$ cat config.mk
export PLATFORM = sky130hd
export DESIGN_NAME = ddr5_cmd_sequencer_flat
export DESIGN_NICKNAME = d
export VERILOG_FILES = /design/src/rtl/ddr5_cmd_sequencer_if.sv /design/src/rtl/ddr5_cmd_sequencer.sv /design/src/flat_wrapper.sv
export SDC_FILE = /design/constraint.sdc
export NUM_CORES = 1
export LEC_CHECK = 0
export ABC_AREA = 1
export CAP_MARGIN = 20
export CORE_MARGIN = 3
export CORE_UTILIZATION = 45
export CTS_BUF_LIST = sky130_fd_sc_hd__clkbuf_4 sky130_fd_sc_hd__clkbuf_8 sky130_fd_sc_hd__clkbuf_16
export CTS_CLUSTER_DIAMETER = 60
export DETAILED_ROUTE_END_ITERATION = 10
export PLACE_DENSITY = 0.61
export SLEW_MARGIN = 20
export SYNTH_ARGS = -nofsm -noshare
export SYNTH_HDL_FRONTEND = slang
export SYNTH_SLANG_ARGS = --single-unit
export TNS_END_PERCENT = 5
$ cat constraint.sdc
create_clock -name clock -period 2.6 [get_ports clock]
set_clock_uncertainty 0.1 [all_clocks]
set_input_delay 0.26 -clock clock [delete_from_list [all_inputs] [get_ports clock]]
set_output_delay 0.26 -clock clock [all_outputs]
set_load 0.1 [all_outputs]
$ cat src/rtl/ddr5_cmd_sequencer_if.sv
// ddr5_cmd_sequencer request/command bundle.
// Master = request queue side, slave = sequencer.
interface ddr5_cmd_sequencer_if;
  logic        req_valid;
  logic        req_ready;
  logic [1:0]  req_op;
  logic [33:0] req_addr;
  logic        cmd_valid;
  logic [2:0]  cmd;
  logic        cmd_channel;
  logic [2:0]  cmd_bg;
  logic [1:0]  cmd_bank;
  logic [15:0] cmd_row;
  logic [9:0]  cmd_col;
  logic        done_valid;
  logic [1:0]  done_op;

  modport master (
    output req_valid,
    output req_op,
    output req_addr,
    input  req_ready,
    input  cmd_valid,
    input  cmd,
    input  cmd_channel,
    input  cmd_bg,
    input  cmd_bank,
    input  cmd_row,
    input  cmd_col,
    input  done_valid,
    input  done_op
  );

  modport slave (
    input  req_valid,
    input  req_op,
    input  req_addr,
    output req_ready,
    output cmd_valid,
    output cmd,
    output cmd_channel,
    output cmd_bg,
    output cmd_bank,
    output cmd_row,
    output cmd_col,
    output done_valid,
    output done_op
  );
endinterface

$ cat src/rtl/ddr5_cmd_sequencer.sv
// DDR5 open-page command sequencer: one request at a time,
// per-bank open-row table, tRCD/tRP/tRAS/CL/CWL enforcement.
module ddr5_cmd_sequencer #(
  parameter int T_RCD   = 39,
  parameter int T_RP    = 39,
  parameter int T_RAS   = 76,
  parameter int T_CL    = 40,
  parameter int T_CWL   = 38,
  parameter int T_BURST = 8
) (
  input logic clock,
  input logic reset_n,
  ddr5_cmd_sequencer_if.slave bus
);

  localparam int CW = 16;
  localparam logic [CW-1:0] L_RCD = CW'(T_RCD - 1);
  localparam logic [CW-1:0] L_RP  = CW'(T_RP - 1);
  localparam logic [CW-1:0] L_RAS = CW'(T_RAS - 1);
  localparam logic [CW-1:0] L_RD  = CW'(T_CL + T_BURST - 1);
  localparam logic [CW-1:0] L_WR  = CW'(T_CWL + T_BURST - 1);

  localparam logic [2:0] C_ACT0 = 3'd1;
  localparam logic [2:0] C_ACT1 = 3'd2;
  localparam logic [2:0] C_RD0  = 3'd3;
  localparam logic [2:0] C_RD1  = 3'd4;
  localparam logic [2:0] C_WR0  = 3'd5;
  localparam logic [2:0] C_WR1  = 3'd6;
  localparam logic [2:0] C_PRE  = 3'd7;

  typedef enum logic [3:0] {
    S_IDLE,
    S_CHECK,
    S_PRE,
    S_WAIT_RP,
    S_ACT0,
    S_ACT1,
    S_WAIT_RCD,
    S_CAS0,
    S_CAS1,
    S_WAIT_DATA
  } state_t;

  state_t r_state;
  state_t w_nxt;

  logic [1:0]  r_op;
  logic [15:0] r_row;
  logic [5:0]  r_colh;
  logic [3:0]  r_coll;
  logic [1:0]  r_bank;
  logic [2:0]  r_bg;
  logic        r_ch;

  logic [CW-1:0] r_rcd_cnt;
  logic [CW-1:0] r_rp_cnt;
  logic [CW-1:0] r_ras_cnt;
  logic [CW-1:0] r_dat_cnt;

  logic [31:0] r_tbl_vld;
  logic [15:0] r_tbl_row [32];

  logic       w_accept;
  logic       w_ready;
  logic       w_cmd_valid;
  logic [2:0] w_cmd;
  logic       w_done;
  logic       w_ld_rp;
  logic       w_ld_act;
  logic       w_ld_dat;
  logic       w_tbl_set;
  logic       w_tbl_clr;
  logic [4:0] w_idx;
  logic       w_vld;
  logic       w_hit;
  logic       w_wr;

  assign w_idx = {r_bg, r_bank};
  assign w_vld = r_tbl_vld[w_idx];
  assign w_hit = w_vld && (r_tbl_row[w_idx] == r_row);
  assign w_wr  = (r_op == 2'd1);

  // State register.
  always_ff @(posedge clock or negedge reset_n) begin
    if (!reset_n) r_state <= S_IDLE;
    else          r_state <= w_nxt;
  end

  // Next state, issued command and datapath strobes.
  always_comb begin
    w_nxt       = r_state;
    w_ready     = 1'b0;
    w_accept    = 1'b0;
    w_cmd_valid = 1'b0;
    w_cmd       = 3'd0;
    w_done      = 1'b0;
    w_ld_rp     = 1'b0;
    w_ld_act    = 1'b0;
    w_ld_dat    = 1'b0;
    w_tbl_set   = 1'b0;
    w_tbl_clr   = 1'b0;
    unique case (r_state)
      S_IDLE: begin
        w_ready = 1'b1;
        if (bus.req_valid) begin
          w_accept = 1'b1;
          w_nxt    = S_CHECK;
        end
      end
      S_CHECK: begin
        if (w_hit)       w_nxt = S_CAS0;
        else if (!w_vld) w_nxt = S_ACT0;
        else             w_nxt = S_PRE;
      end
      S_PRE: begin
        if (r_ras_cnt == '0) begin
          w_cmd_valid = 1'b1;
          w_cmd       = C_PRE;
          w_tbl_clr   = 1'b1;
          w_ld_rp     = 1'b1;
          w_nxt       = S_WAIT_RP;
        end
      end
      S_WAIT_RP: begin
        // leave one cycle early so ACT0 lands as rp_cnt hits 0
        if (r_rp_cnt <= CW'(1)) w_nxt = S_ACT0;
      end
      S_ACT0: begin
        w_cmd_valid = 1'b1;
        w_cmd       = C_ACT0;
        w_ld_act    = 1'b1;
        w_tbl_set   = 1'b1;
        w_nxt       = S_ACT1;
      end
      S_ACT1: begin
        w_cmd_valid = 1'b1;
        w_cmd       = C_ACT1;
        w_nxt       = S_WAIT_RCD;
      end
      S_WAIT_RCD: begin
        if (r_rcd_cnt <= CW'(1)) w_nxt = S_CAS0;
      end
      S_CAS0: begin
        w_cmd_valid = 1'b1;
        w_cmd       = w_wr ? C_WR0 : C_RD0;
        w_ld_dat    = 1'b1;
        w_nxt       = S_CAS1;
      end
      S_CAS1: begin
        w_cmd_valid = 1'b1;
        w_cmd       = w_wr ? C_WR1 : C_RD1;
        w_nxt       = S_WAIT_DATA;
      end
      S_WAIT_DATA: begin
        if (r_dat_cnt == '0) begin
          w_done = 1'b1;
          w_nxt  = S_IDLE;
        end
      end
      default: w_nxt = S_IDLE;
    endcase
  end

  // Latch op and mapped address fields on accept.
  always_ff @(posedge clock or negedge reset_n) begin
    if (!reset_n) begin
      r_op   <= '0;
      r_row  <= '0;
      r_colh <= '0;
      r_coll <= '0;
      r_bank <= '0;
      r_bg   <= '0;
      r_ch   <= 1'b0;
    end else if (w_accept) begin
      r_op   <= bus.req_op;
      r_row  <= bus.req_addr[33:18];
      r_colh <= bus.req_addr[17:12];
      r_bank <= bus.req_addr[11:10];
      r_bg   <= bus.req_addr[9:7];
      r_ch   <= bus.req_addr[6];
      r_coll <= bus.req_addr[5:2];
    end
  end

  // Saturating timing down-counters.
  always_ff @(posedge clock or negedge reset_n) begin
    if (!reset_n) begin
      r_rcd_cnt <= '0;
      r_rp_cnt  <= '0;
      r_ras_cnt <= '0;
      r_dat_cnt <= '0;
    end else begin
      if (w_ld_act)             r_rcd_cnt <= L_RCD;
      else if (r_rcd_cnt != '0) r_rcd_cnt <= r_rcd_cnt - 1'b1;
      if (w_ld_rp)              r_rp_cnt  <= L_RP;
      else if (r_rp_cnt != '0)  r_rp_cnt  <= r_rp_cnt - 1'b1;
      if (w_ld_act)             r_ras_cnt <= L_RAS;
      else if (r_ras_cnt != '0) r_ras_cnt <= r_ras_cnt - 1'b1;
      if (w_ld_dat)             r_dat_cnt <= w_wr ? L_WR : L_RD;
      else if (r_dat_cnt != '0) r_dat_cnt <= r_dat_cnt - 1'b1;
    end
  end

  // Open-row table, shared by both channels.
  always_ff @(posedge clock or negedge reset_n) begin
    if (!reset_n) begin
      r_tbl_vld <= '0;
      for (int i = 0; i < 32; i++) r_tbl_row[i] <= '0;
    end else if (w_tbl_set) begin
      r_tbl_vld[w_idx] <= 1'b1;
      r_tbl_row[w_idx] <= r_row;
    end else if (w_tbl_clr) begin
      r_tbl_vld[w_idx] <= 1'b0;
    end
  end

  assign bus.req_ready   = w_ready;
  assign bus.cmd_valid   = w_cmd_valid;
  assign bus.cmd         = w_cmd;
  assign bus.cmd_channel = r_ch;
  assign bus.cmd_bg      = r_bg;
  assign bus.cmd_bank    = r_bank;
  assign bus.cmd_row     = r_row;
  assign bus.cmd_col     = {r_colh, r_coll};
  assign bus.done_valid  = w_done;
  assign bus.done_op     = w_done ? r_op : 2'd0;

endmodule

$ cat src/flat_wrapper.sv
// flat-port wrapper written by rule: the top's interface ports become plain ports
module ddr5_cmd_sequencer_flat 
#(
  parameter int T_RCD   = 39,
  parameter int T_RP    = 39,
  parameter int T_RAS   = 76,
  parameter int T_CL    = 40,
  parameter int T_CWL   = 38,
  parameter int T_BURST = 8
)
  (clock, reset_n, bus_req_valid, bus_req_op, bus_req_addr, bus_req_ready, bus_cmd_valid, bus_cmd, bus_cmd_channel, bus_cmd_bg, bus_cmd_bank, bus_cmd_row, bus_cmd_col, bus_done_valid, bus_done_op);
  ddr5_cmd_sequencer_if bus_i ();
  input logic clock;
  input logic reset_n;
  input wire logic [$bits(bus_i.req_valid)-1:0] bus_req_valid;
  input wire logic [$bits(bus_i.req_op)-1:0] bus_req_op;
  input wire logic [$bits(bus_i.req_addr)-1:0] bus_req_addr;
  output wire logic [$bits(bus_i.req_ready)-1:0] bus_req_ready;
  output wire logic [$bits(bus_i.cmd_valid)-1:0] bus_cmd_valid;
  output wire logic [$bits(bus_i.cmd)-1:0] bus_cmd;
  output wire logic [$bits(bus_i.cmd_channel)-1:0] bus_cmd_channel;
  output wire logic [$bits(bus_i.cmd_bg)-1:0] bus_cmd_bg;
  output wire logic [$bits(bus_i.cmd_bank)-1:0] bus_cmd_bank;
  output wire logic [$bits(bus_i.cmd_row)-1:0] bus_cmd_row;
  output wire logic [$bits(bus_i.cmd_col)-1:0] bus_cmd_col;
  output wire logic [$bits(bus_i.done_valid)-1:0] bus_done_valid;
  output wire logic [$bits(bus_i.done_op)-1:0] bus_done_op;
  assign bus_i.req_valid = bus_req_valid;
  assign bus_i.req_op = bus_req_op;
  assign bus_i.req_addr = bus_req_addr;
  assign bus_req_ready = bus_i.req_ready;
  assign bus_cmd_valid = bus_i.cmd_valid;
  assign bus_cmd = bus_i.cmd;
  assign bus_cmd_channel = bus_i.cmd_channel;
  assign bus_cmd_bg = bus_i.cmd_bg;
  assign bus_cmd_bank = bus_i.cmd_bank;
  assign bus_cmd_row = bus_i.cmd_row;
  assign bus_cmd_col = bus_i.cmd_col;
  assign bus_done_valid = bus_i.done_valid;
  assign bus_done_op = bus_i.done_op;
  ddr5_cmd_sequencer #(.T_RCD(T_RCD), .T_RP(T_RP), .T_RAS(T_RAS), .T_CL(T_CL), .T_CWL(T_CWL), .T_BURST(T_BURST)) u_core (.clock(clock), .reset_n(reset_n), .bus(bus_i));
endmodule
==> results of run 1 <==
## logic make-up (layout without fill, tap and decap cells)
logic type	after synthesis	after routing	share of synthesized area, %
buffers and inverters	402	586	5.858
adder cells (fa/ha/maj)	6	6	0.2429
AND/OR/NAND/NOR	2235	2235	28.71
flip-flops	646	646	52.30
AO/OA/AOI/OAI	684	684	12.25
XOR/XNOR	8	8	0.2267
multiplexers	11	11	0.4008
## repair_timing
item                                   4_1_cts  5_1_grt
pin swaps                                    4       15
setup endpoints to repair                   10      332
hold buffers                                 1        0
resized for setup                           49       57
endpoints found under the hold margin      430        0
buffers inserted                             9        6
cloned                                       0        5
## worst reg2reg max path, delay by kind of cell (launching register included)
family        cells  cell delay, ps
buf+inv           4             540
flops             1             570
simple gates     18            1510
## sequential cells by signal, indices dropped and copies added (netlist names), named ones only
name,flops
u_core.r_coll,4
u_core.bus.cmd_bg,3
u_core.r_tbl_row,512
u_core.bus.cmd_channel,1
u_core.r_op,2
u_core.r_dat_cnt,16
u_core.bus.cmd_row,16
u_core.r_state,4
u_core.r_colh,6
u_core.r_rcd_cnt,16
u_core.r_rp_cnt,16
u_core.r_ras_cnt,16
u_core.bus.cmd_bank,2
## worst min path at each step
stage                     slack [ps]                endpoint             start  depth (start not counted)
final                            100   u_core.r_tbl_row[197]           reset_n                          2
after global routing             100  u_core.bus.cmd_row[12]  bus_req_addr[30]                          3
after CTS                         80   u_core.bus.cmd_row[1]  bus_req_addr[19]                          3
after detailed placement         140    u_core.r_tbl_row[31]           reset_n                          1
after global placement           140    u_core.r_tbl_row[25]           reset_n                          1
after floorplan                 -140               async pin           reset_n                          0
## stage by stage
step | utilization (%) | power, mW | setup TNS (ps)
6_report | 54.64 | 21.39 | -790.0
5_1_grt | 54.64 | 22.02 | -21740
4_1_cts | 54.10 | 21.59 | -1535
3_5_place_dp | 49.97 | 10.56 | -958.0
3_3_place_gp | 49.97 | 10.56 | -995.7
2_1_floorplan | - | 10.24 | -20240
## where the power goes
part / internal (mW) / total [mW] / switching (mW)
registers: 10.1 / 10.1 / 0
clock network: 6.70 / 11.0 / 4.33
logic: 0.0881 / 0.304 / 0.216
## area by class of cell
type                            count  area, µm²  share of cell area [%]
Sequential cell                   646      16170                   43.77
Multi-Input combinational cell   2944      13220                   35.76
Timing Repair Buffer              305       3317                   8.976
Clock buffer                      112       2253                   6.098
Tap cell                          873       1092                   2.956
Inverter                          150      585.6                   1.585
Clock inverter                     19      315.3                  0.8533
## placed cells by master (no fill, tap or decap), drive strengths merged, types with 8 or more instances in the layout
cell type / netlist / final
a21oi: 73 / 73
buf: 110 / 265
clkbuf: 142 / 116
clkdlybuf4s50: 0 / 35
clkinv: 1 / 10
dfrtp: 646 / 646
inv: 149 / 152
mux2: 11 / 11
nand2: 1894 / 1894
nand3: 100 / 100
nor2: 176 / 176
nor3: 51 / 51
nor4: 8 / 8
o21ai: 587 / 587
## per-layer routing
| metal | global-route usage, % | up-vias | part of all wire, % |
|---|---|---|---|
| met3 | 4.376 | 166 | 6.7 |
| li1 | - | 12930 | - |
| met2 | 40.13 | 809 | 44 |
| met5 | 0 | - | 0 |
| met1 | 39.69 | 12800 | 47 |
| met4 | 7.413 | 0 | 2.7 |
==> results.md, run 1 <==
* Status: complete, but fails checks
* Failing checks: negative setup slack
* Slew Viols, Final at 0
* Final weighted congestion in routability-driven placement at ~0.87
* Worst slew margin at a little under three fifths
* Pre-CTS setup slack at -469.4 ps
* TritonRoute pass-1 iters at 5
* HP Class: in -> async
* Placed Cells at about 4,900
* RSZ-0062 raised after global routing: yes
* CTS buffer count at 74
* Syn_nets at roughly 4,000
* Routed vias at 26,700
* Synthesis-to-finish area growth at 19.56%
* Design area at around 37,000 µm²
* # setup viols final at 13
* CP Launch Type: flop
* Die span in y at 268.1 µm
* CP Class: reg -> reg
* Post-DP HPWL at between 50 and 60 mm
* Most used cell, CP: nand2_1
* Reg2reg start: u_core.bus.cmd_bank[0]
* Critical Path AT at between 3000 and 4000 ps
* Count leader, synth: nand2_1
* CTS Buffer Depth at 3
* CTS Sinks at between 600 and 700
* Htree depth at 3
* Filler instances at approximately 6,400
* Largest cells by area after synthesis: dfrtp_1, nand2_1, o21ai_0
* Sequential-to-total area share from yosys stat at between 50% and 60%
* CP startpoint: u_core.bus.cmd_bank[0]
* Worst path max stage delay at 570 ps
* R2r setup slk at -190 ps
* Starting density of the core at 45.70%
* WP depth at 22
* Diodes inserted at 0
* Wire per inst at roughly 19 µm
* Fmax at ~360 MHz
* WP data required at about 3100 ps
* Lkg Pwr at between 15 and 20 nW
* 1st-iter DRT viols at 2,709
* Bufs and invs on worst path at 4
* Port bufs at 76
* Top cells by count, synth: nand2_1, dfrtp_1, o21ai_0, nor2_1, clkbuf_1
* PwrDens at 578.9 nW/µm²
* First-pass GRT wire length at roughly 150 mm
* Die W at 268.1 µm
* Worst-Skew Late Latency at about 620 ps
* DRC at 0
* Post-synth EDFFs at 0
* CTS Root Cell: clkbuf_16
* Crit-path cells: buf_6, nand2_4, inv_2, buf_12, buf_12, nand2_1, nand3_1, nand2_1, nand2_1, nor2_2, nand2_1, nand2_1, nand2_1, nor2_1, nand2_1, nor2_4, nand2_2, nand2_1, nand2_1, nand2_1, nand2_1, nand2_1
* Netlist cell types at 43
* Worst R2R End: u_core.r_state[2]
* Pin count of the biggest net entering global routing at 71
* Yosys top cell by area: dfrtp_1
* Share of Yosys cell area claimed by the top area cell type at 52.30%
* Synth Flop Type: dfrtp_1
* GR Util All Layers at a little over a quarter
* Share of cells above drive strength 1 at 14.77%
* Max-cap viol count at 0
* Initial antenna violation count at 1
* Crit-path leading delay family: simple AND/OR/NAND/NOR gates
* Number of global-route vias before repair at roughly 25,000
* Avg Synthesized Cell Area at 7.742 µm²
* Setup crit end: u_core.r_state[2]
* Tmin final at 2790 ps
* Floorplan row count at 95
* Final Hold Vio Count at 0
* Mapped Area at around 30,000 µm²
* Slowest-stage cell, CP: dfrtp_4
* Post-route worst setup slack at -189.7 ps
* Post-route antenna net violation count at 0
* Post-Place Cell Area at roughly 34,000 µm²
* Final Cycle Share at 107.3%
* Io pins at between 70 and 80
* Seq cells post-synth at between 600 and 700
* Via/cell ratio at around 5.3
* Worst VDD drop at ~0.42 mV
* CTS tree: done
* Worst Reg-to-Reg Cells at 22
* Maximum fanout along the worst path at 13
* Fin nets at about 4,200
* Async SR Flop Fraction at 100.0%
* Final wirelength at ~95 mm
* Final hold slack at about 97 ps
* Worst slew pin tran at 657.4 ps
* CORE AREA at about 68,000 µm²
* Cells after Synth at around 4,000
* Fin cells at 5,049
* Grt ovf at 0
* Die area at 71,860 µm²
* YS warnings at 0
* Clock transition at path regs at approximately 60 ps
* Crit. End Element: flop
Note: power is estimated with default switching activity, not from simulation.
==> inputs of run 2 (changes only) <==
SLEW_MARGIN = not set   (was 20)
==> results of run 2 <==
Same layout as run 1: the final DEF is identical, and so are final timing and power.
